`config.mk`:
```
export PLATFORM = sky130hd
export DESIGN_NAME = axil_master_flat
export DESIGN_NICKNAME = d
export VERILOG_FILES = /design/src/rtl/axil_master_if.sv /design/src/rtl/axil_master.sv /design/src/flat_wrapper.sv
export SDC_FILE = /design/constraint.sdc
export NUM_CORES = 1
export LEC_CHECK = 0
export ABC_CLOCK_PERIOD_IN_PS = 1600
export CAP_MARGIN = 10
export CORE_UTILIZATION = 33
export CTS_CLUSTER_DIAMETER = 150
export DETAILED_ROUTE_END_ITERATION = 8
export GPL_TIMING_DRIVEN = 0
export PLACE_DENSITY_LB_ADDON = 0.2
export SYNTH_ARGS = -nofsm -noshare
export SYNTH_HDL_FRONTEND = slang
export SYNTH_SLANG_ARGS = --single-unit
```
`constraint.sdc`:
```
create_clock -name aclk -period 1.6 [get_ports aclk]
set_input_delay 0.32 -clock aclk [delete_from_list [all_inputs] [get_ports aclk]]
set_output_delay 0.32 -clock aclk [all_outputs]
set_load 0.03 [all_outputs]
```
`src/rtl/axil_master_if.sv`:
```
// axil_master_if
//
// AXI4-Lite bus bundle between axil_master and an AXI4-Lite slave.
// Channels: AW (awaddr/awprot/awvalid/awready), W (wdata/wstrb/wvalid/wready),
// B (bresp/bvalid/bready), AR (araddr/arprot/arvalid/arready),
// R (rdata/rresp/rvalid/rready).
// Modports: master (drives requests, consumes responses) and slave (mirror).
interface axil_master_if;
    logic [31:0] awaddr;
    logic [2:0]  awprot;
    logic        awvalid;
    logic        awready;
    logic [31:0] wdata;
    logic [3:0]  wstrb;
    logic        wvalid;
    logic        wready;
    logic [1:0]  bresp;
    logic        bvalid;
    logic        bready;
    logic [31:0] araddr;
    logic [2:0]  arprot;
    logic        arvalid;
    logic        arready;
    logic [31:0] rdata;
    logic [1:0]  rresp;
    logic        rvalid;
    logic        rready;

    modport master (
        output awaddr, awprot, awvalid, input awready,
        output wdata, wstrb, wvalid, input wready,
        input bresp, bvalid, output bready,
        output araddr, arprot, arvalid, input arready,
        input rdata, rresp, rvalid, output rready
    );

    modport slave (
        input awaddr, awprot, awvalid, output awready,
        input wdata, wstrb, wvalid, output wready,
        output bresp, bvalid, input bready,
        input araddr, arprot, arvalid, output arready,
        output rdata, rresp, rvalid, input rready
    );
endinterface

```
`src/rtl/axil_master.sv`:
```
// axil_master
//
// Single-outstanding AXI4-Lite master. A simple application-side request
// (app_wen / app_ren strobes) is turned into one AXI4-Lite write or read;
// completion is reported with a one-cycle done pulse plus an error flag.
//
// Ports:
//   aclk, aresetn           clock (rising edge), asynchronous active-low reset
//   app_waddr/app_wdata     write request payload, sampled with app_wen
//   app_wen, app_wdone      write request strobe / one-cycle completion pulse
//   app_raddr               read address, sampled with app_ren
//   app_ren, app_rdone      read request strobe / one-cycle completion pulse
//   app_rdata               registered read result, held until next read done
//   app_err                 error flag, meaningful only with a done pulse
//   axi                     AXI4-Lite master bus (axil_master_if.master)
//
// Parameter TIMEOUT_CYCLES: cycles a transaction may spend outside IDLE.
// Optional feature macro AXIL_MASTER_TIMEOUT_EN: when defined, a watchdog
// aborts a transaction after TIMEOUT_CYCLES cycles (done pulse with error).
// When undefined, no counter exists and transactions wait indefinitely.
module axil_master #(
    parameter int TIMEOUT_CYCLES = 256
) (
    input  logic         aclk,
    input  logic         aresetn,
    input  logic [31:0]  app_waddr,
    input  logic [31:0]  app_wdata,
    input  logic         app_wen,
    output logic         app_wdone,
    input  logic [31:0]  app_raddr,
    input  logic         app_ren,
    output logic [31:0]  app_rdata,
    output logic         app_rdone,
    output logic         app_err,
    axil_master_if.master axi
);

    typedef enum logic [2:0] {
        IDLE    = 3'd0,
        WR_REQ  = 3'd1,
        WR_RESP = 3'd2,
        RD_REQ  = 3'd3,
        RD_DATA = 3'd4
    } state_t;

    state_t      state;
    state_t      state_d;

    logic [31:0] addr_q;
    logic [31:0] wdata_q;
    logic        aw_done;
    logic        w_done;

    logic        aw_pend;
    logic        w_pend;
    logic        aw_hs;
    logic        w_hs;
    logic        b_hs;
    logic        ar_hs;
    logic        r_hs;

    logic        wr_fin;
    logic        rd_fin;
    logic        err_d;
    logic        timeout;

    // Only the SLVERR/DECERR bit of each response is of interest.
    logic        unused_resp_lsb;
    assign unused_resp_lsb = ^{axi.bresp[0], axi.rresp[0]};

`ifdef AXIL_MASTER_TIMEOUT_EN
    localparam int TMO_W = $clog2(TIMEOUT_CYCLES + 1);

    logic [TMO_W-1:0] tmo_cnt;

    // Counts cycles spent outside IDLE; value k-1 in the k-th such cycle,
    // so the abort fires at the end of the TIMEOUT_CYCLES-th cycle.
    always_ff @(posedge aclk or negedge aresetn) begin
        if (!aresetn) begin
            tmo_cnt <= '0;
        end else if (state == IDLE) begin
            tmo_cnt <= '0;
        end else begin
            tmo_cnt <= tmo_cnt + TMO_W'(1);
        end
    end

    assign timeout = (state != IDLE) && (tmo_cnt == TMO_W'(TIMEOUT_CYCLES - 1));
`else
    // Watchdog compiled out: the parameter is deliberately ignored.
    localparam int unused_timeout_cycles = TIMEOUT_CYCLES;
    assign timeout = 1'b0;
`endif

    // Handshakes; each channel's valid is generated from state below.
    assign aw_hs = aw_pend && axi.awready;
    assign w_hs  = w_pend && axi.wready;
    assign b_hs  = axi.bready && axi.bvalid;
    assign ar_hs = axi.arvalid && axi.arready;
    assign r_hs  = axi.rready && axi.rvalid;

    // State register
    always_ff @(posedge aclk or negedge aresetn) begin
        if (!aresetn) begin
            state <= IDLE;
        end else begin
            state <= state_d;
        end
    end

    // Next-state logic. Write wins over a simultaneous read request; the
    // watchdog overrides every non-IDLE state.
    always_comb begin
        state_d = state;
        unique case (state)
            IDLE: begin
                if (app_wen) begin
                    state_d = WR_REQ;
                end else if (app_ren) begin
                    state_d = RD_REQ;
                end
            end
            WR_REQ: begin
                if ((aw_done || aw_hs) && (w_done || w_hs)) begin
                    state_d = WR_RESP;
                end
            end
            WR_RESP: begin
                if (b_hs) begin
                    state_d = IDLE;
                end
            end
            RD_REQ: begin
                if (ar_hs) begin
                    state_d = RD_DATA;
                end
            end
            RD_DATA: begin
                if (r_hs) begin
                    state_d = IDLE;
                end
            end
            default: state_d = IDLE;
        endcase
        if (timeout) begin
            state_d = IDLE;
        end
    end

    // AXI outputs. AW and W drop independently once their own handshake
    // has been recorded in aw_done / w_done.
    always_comb begin
        aw_pend     = (state == WR_REQ) && !aw_done;
        w_pend      = (state == WR_REQ) && !w_done;
        axi.awaddr  = addr_q;
        axi.awprot  = 3'b000;
        axi.awvalid = aw_pend;
        axi.wdata   = wdata_q;
        axi.wstrb   = 4'hF;
        axi.wvalid  = w_pend;
        axi.bready  = (state == WR_RESP);
        axi.araddr  = addr_q;
        axi.arprot  = 3'b000;
        axi.arvalid = (state == RD_REQ);
        axi.rready  = (state == RD_DATA);
    end

    // Completion decode. A real response in the abort cycle takes priority
    // so the slave's answer is reported rather than a forced error.
    always_comb begin
        wr_fin = 1'b0;
        rd_fin = 1'b0;
        err_d  = 1'b0;
        if (state == WR_RESP && b_hs) begin
            wr_fin = 1'b1;
            err_d  = axi.bresp[1];
        end else if (state == RD_DATA && r_hs) begin
            rd_fin = 1'b1;
            err_d  = axi.rresp[1];
        end else if (timeout) begin
            if (state == WR_REQ || state == WR_RESP) begin
                wr_fin = 1'b1;
                err_d  = 1'b1;
            end else if (state == RD_REQ || state == RD_DATA) begin
                rd_fin = 1'b1;
                err_d  = 1'b1;
            end
        end
    end

    // Request latching, per-channel handshake tracking and registered
    // application-side results.
    always_ff @(posedge aclk or negedge aresetn) begin
        if (!aresetn) begin
            addr_q    <= '0;
            wdata_q   <= '0;
            aw_done   <= 1'b0;
            w_done    <= 1'b0;
            app_rdata <= '0;
            app_wdone <= 1'b0;
            app_rdone <= 1'b0;
            app_err   <= 1'b0;
        end else begin
            app_wdone <= wr_fin;
            app_rdone <= rd_fin;
            app_err   <= err_d;
            if (state == IDLE) begin
                aw_done <= 1'b0;
                w_done  <= 1'b0;
                if (app_wen) begin
                    addr_q  <= app_waddr;
                    wdata_q <= app_wdata;
                end else if (app_ren) begin
                    addr_q <= app_raddr;
                end
            end
            if (aw_hs) begin
                aw_done <= 1'b1;
            end
            if (w_hs) begin
                w_done <= 1'b1;
            end
            if (state == RD_DATA && r_hs) begin
                app_rdata <= axi.rdata;
            end
        end
    end

endmodule

```
`src/flat_wrapper.sv`:
```
// flat-port wrapper written by rule: the top's interface ports become plain ports
module axil_master_flat 
#(
    parameter int TIMEOUT_CYCLES = 256
)
  (aclk, aresetn, app_waddr, app_wdata, app_wen, app_wdone, app_raddr, app_ren, app_rdata, app_rdone, app_err, axi_awaddr, axi_awprot, axi_awvalid, axi_awready, axi_wdata, axi_wstrb, axi_wvalid, axi_wready, axi_bresp, axi_bvalid, axi_bready, axi_araddr, axi_arprot, axi_arvalid, axi_arready, axi_rdata, axi_rresp, axi_rvalid, axi_rready);
  axil_master_if axi_i ();
  input  logic aclk;
  input  logic aresetn;
  input  logic [31:0] app_waddr;
  input  logic [31:0] app_wdata;
  input  logic app_wen;
  output logic app_wdone;
  input  logic [31:0] app_raddr;
  input  logic app_ren;
  output logic [31:0] app_rdata;
  output logic app_rdone;
  output logic app_err;
  output wire logic [$bits(axi_i.awaddr)-1:0] axi_awaddr;
  output wire logic [$bits(axi_i.awprot)-1:0] axi_awprot;
  output wire logic [$bits(axi_i.awvalid)-1:0] axi_awvalid;
  input wire logic [$bits(axi_i.awready)-1:0] axi_awready;
  output wire logic [$bits(axi_i.wdata)-1:0] axi_wdata;
  output wire logic [$bits(axi_i.wstrb)-1:0] axi_wstrb;
  output wire logic [$bits(axi_i.wvalid)-1:0] axi_wvalid;
  input wire logic [$bits(axi_i.wready)-1:0] axi_wready;
  input wire logic [$bits(axi_i.bresp)-1:0] axi_bresp;
  input wire logic [$bits(axi_i.bvalid)-1:0] axi_bvalid;
  output wire logic [$bits(axi_i.bready)-1:0] axi_bready;
  output wire logic [$bits(axi_i.araddr)-1:0] axi_araddr;
  output wire logic [$bits(axi_i.arprot)-1:0] axi_arprot;
  output wire logic [$bits(axi_i.arvalid)-1:0] axi_arvalid;
  input wire logic [$bits(axi_i.arready)-1:0] axi_arready;
  input wire logic [$bits(axi_i.rdata)-1:0] axi_rdata;
  input wire logic [$bits(axi_i.rresp)-1:0] axi_rresp;
  input wire logic [$bits(axi_i.rvalid)-1:0] axi_rvalid;
  output wire logic [$bits(axi_i.rready)-1:0] axi_rready;
  assign axi_awaddr = axi_i.awaddr;
  assign axi_awprot = axi_i.awprot;
  assign axi_awvalid = axi_i.awvalid;
  assign axi_i.awready = axi_awready;
  assign axi_wdata = axi_i.wdata;
  assign axi_wstrb = axi_i.wstrb;
  assign axi_wvalid = axi_i.wvalid;
  assign axi_i.wready = axi_wready;
  assign axi_i.bresp = axi_bresp;
  assign axi_i.bvalid = axi_bvalid;
  assign axi_bready = axi_i.bready;
  assign axi_araddr = axi_i.araddr;
  assign axi_arprot = axi_i.arprot;
  assign axi_arvalid = axi_i.arvalid;
  assign axi_i.arready = axi_arready;
  assign axi_i.rdata = axi_rdata;
  assign axi_i.rresp = axi_rresp;
  assign axi_i.rvalid = axi_rvalid;
  assign axi_rready = axi_i.rready;
  axil_master #(.TIMEOUT_CYCLES(TIMEOUT_CYCLES)) u_core (.aclk(aclk), .aresetn(aresetn), .app_waddr(app_waddr), .app_wdata(app_wdata), .app_wen(app_wen), .app_wdone(app_wdone), .app_raddr(app_raddr), .app_ren(app_ren), .app_rdata(app_rdata), .app_rdone(app_rdone), .app_err(app_err), .axi(axi_i));
endmodule
```
==> impl_metrics.csv <==
group,metric,value,unit
floorplan,io_pins,287,
cts,clk_pin_slew_worst_paths,70,ps
final_layout,final_core_util,63.2,%
cts,cts_root_buf,"clkbuf_16",
sta,finalHoldViolCount,0,
logic_synthesis,synthAdderAreaFrac,0,%
logic_synthesis,synth-compound-area-share,1.14,%
logic_synthesis,syn_area_per_cell,14.8,µm²
status,outcome,"finished, violations left",
detailed_routing,routed_wl,13500,µm
placed_design,place_ws,-575,ps
cts,cts_buffers,9,
logic_synthesis,ys_async_sr_fraction,100,%
worst_setup_path,cp.arrival,1520,ps
detailed_routing,postRouteAntennaNets,0,
floorplan,die-area,15100,µm²
sta,setup_slack,-239,ps
logic_synthesis,synth_top_family_by_area,"multiplexers",
global_route,grt_max_degree,67,
placed_design,io_buffers,273,
logic_synthesis,synth-seq-cells,104,
logic_synthesis,netlist.area_leader.share,53.9,%
logic_synthesis,synth_seq_area_share,53.9,%
logic_synthesis,synth.area.top_cells,"dfrtp_1 54%, mux2_2 23%, mux2_4 8.4%",
final_layout,multi_input_area,2080,µm²
logic_synthesis,synth-xor-area-share,0,%
pwr,pwr_density_cell,2110,nW/µm²
placed_design,post-place-cells,788,
pwr,leakage,4.22,nW
logic_synthesis,synth-simple-area-share,2.72,%
logic_synthesis,ys.warnings.count,0,
logic_synthesis,synth_common_cells,"104 x dfrtp_1, 98 x mux2_2, 45 x buf_4, 27 x mux2_4, 10 x buf_6",
sta,fin_worst_skew,7.73,ps
final_layout,ff_latch_area,2600,µm²
worst_setup_path,path_max_fanout,8,
logic_synthesis,synth_edf_count,0,
final_layout,fillers,1139,
cts,ctsLongestPathBuffers,2,
global_route,grt-ovfl-total,0,
global_route,grt_pass1_vias,3968,
detailed_routing,vias_per_cell,4.49,
cts,worstSkewPairLatency,350,ps
detailed_routing,detail_route.first_pass.iterations,4,
floorplan,coreArea,14100,µm²
worst_hold_path,hp-class,"in -> async",
placed_design,postPlaceCellArea,7850,µm²
sta,tightest_slew,550,ps
logic_synthesis,ys.flop_type,"dfrtp_1",
cts,clkSinkCount,104,
worst_setup_path,endpoint_kind,"output port",
pwr,fin_total_pwr,18.8,mW
worst_setup_path,worstSetupPathType,"reg -> out",
sta,setup_viol_count_final,100,
detailed_routing,post-route-drc-count,0,
status,violations,"setup timing",
floorplan,die_h,123,µm
final_layout,insertedDiodeCount,0,
floorplan,die_x,123,µm
final_layout,stdcell_count,837,
logic_synthesis,synth.distinct_cells,28,
worst_setup_path,crit_required,1280,ps
global_route,grt_usage,17.9,%
global_route,grt_pass1_wl,20500,µm
sta,period_needed,1840,ps
final_layout,syn2layout_area_growth,84.5,%
worst_setup_path,r2r_slack,-140,ps
global_route,antenna_found_initial,0,
sta,rsz0062_at_grt,"yes",
logic_synthesis,synth_mux_area_share,32.2,%
detailed_routing,wl_per_cell,16.2,µm
placed_design,gp_congestion,0.697,
sta,slew_viol_final,0,
logic_synthesis,synth.most_common_cell,"dfrtp_1",
final_layout,drive_gt1_share,39.0,%
placed_design,dp_hpwl,9670,µm
pwr,irDropWorstVdd,0.00112,V
final_layout,postLayoutCellArea,8900,µm²
flow_run,maxCapViolations,0,
sta,min_period_over_period,115,%
detailed_routing,drtIter0Drc,121,
floorplan,fp-row-count,43,
worst_setup_path,startpoint_type,"flop",
sta,fmax,0.544,GHz
detailed_routing,vias,3760,
logic_synthesis,synth_top_cell_by_area,"dfrtp_1",
final_layout,fin_nets,793,
sta,slew_headroom,63.4,%
cts,htreeDepth,3,
cts,cts_tree,"built",
logic_synthesis,postSynthCellCount,326,
floorplan,initial_core_util,34.2,%
logic_synthesis,netlist_area,4830,µm²
## final timing paths
| kind | cells past startpoint | to | start |
|---|---|---|---|
| setup / recovery | 4 | axi_wvalid | u_core.state[1] |
| hold / removal | 2 | u_core.axi.araddr[21] | aresetn |
| setup reg to reg | 8 | u_core.axi.wdata[24] | u_core.state[2] |
| hold reg to reg | 1 | u_core.axi.wdata[23] | u_core.axi.wdata[23] |
| max in group asynchronous | 3 | u_core.axi.wdata[11] | aresetn |
| min in group aclk | 1 | u_core.axi.wdata[23] | u_core.axi.wdata[23] |
## repair_timing
action | 4_1_cts | 5_1_grt
gates resized for setup | 262 | 34
cloned | 8 | 1
pin swaps | 2 | 3
setup endpoints to repair | 203 | 106
hold endpoints to repair | 38 | 0
hold buffers | 1 | 0
buffers inserted | 20 | 7
## metrics by stage
stage | TNS (ps) | hold slack (ps)
global route | -13000 | 522
global placement | -404590 | 468
floorplan | -61.4 | 24.4
finish | -7960 | 491
detailed placement | -20160 | 326
CTS | -7470 | 494
## cell usage in the layout (no fill, tap or decap), types with 2 or more instances in the layout
cell and instances:
clkbuf_16 10, buf_6 16, buf_16 8, nor2_4 2, buf_2 2, bufinv_16 2, buf_4 54, nand2_1 2
clkdlybuf4s15_1 4, dfrtp_1 104, a21oi_1 3, nor2_2 2, buf_12 10, conb_1 10, mux2_4 95, dlygate4sd2_1 125
mux2_2 34, nor2_1 6, clkdlybuf4s50_1 136, clkbuf_1 3, buf_8 7
## cells by family after synthesis
| logic type | count (synthesis) |
|---|---|
| and+or+nand+nor | 22 |
| muxes | 129 |
| other | 2 |
| DFF | 104 |
| buffers and inverters | 61 |
| AOI/OAI and AO/OA | 8 |
## power breakdown
group | total [mW] | leakage [nW] | switching [mW] | internal [mW]
combinational | 11.6 | 2.81 | 5.84 | 5.75
clock | 2.43 | 0.158 | 0.995 | 1.43
sequential | 4.81 | 1.26 | 0.848 | 3.96
total | 18.8 | 4.22 | 7.68 | 11.1
## worst max-delay path, stage by stage, from the launching register on
cell and delay [ps]:
dfrtp_1 390, buf_6 140, or3b_4 400, nor2_2 100
buf_6 140
## area by class of cell
cell class | instances | area share (%)
Timing Repair Buffer | 309 | 35.2
Sequential cell | 104 | 29.2
Multi-Input combinational cell | 169 | 23.3
Buffer | 58 | 5.92
Clock buffer | 11 | 2.73
Tap cell | 180 | 2.53
Clock inverter | 5 | 0.984
Inverter | 1 | 0.0422
## flip-flops by register name, summed over array words and instances, names as in the netlist
name               flops
u_core.app_rdone       1
u_core.aw_done         1
u_core.axi.wdata      32
u_core.app_wdone       1
u_core.app_rdata      32
u_core.axi.araddr     32
u_core.app_err         1
u_core.state           3
u_core.w_done          1
## layer usage
layer	share of wire (%)	global-route usage, %	vias to the layer above
li1	-	-	1739
met1	38	19.9	1825
met2	50	31.0	180
met3	10	6.50	16
met4	1.8	6.78	0
met5	0	0	-
Power figures use the tool's default switching activity.
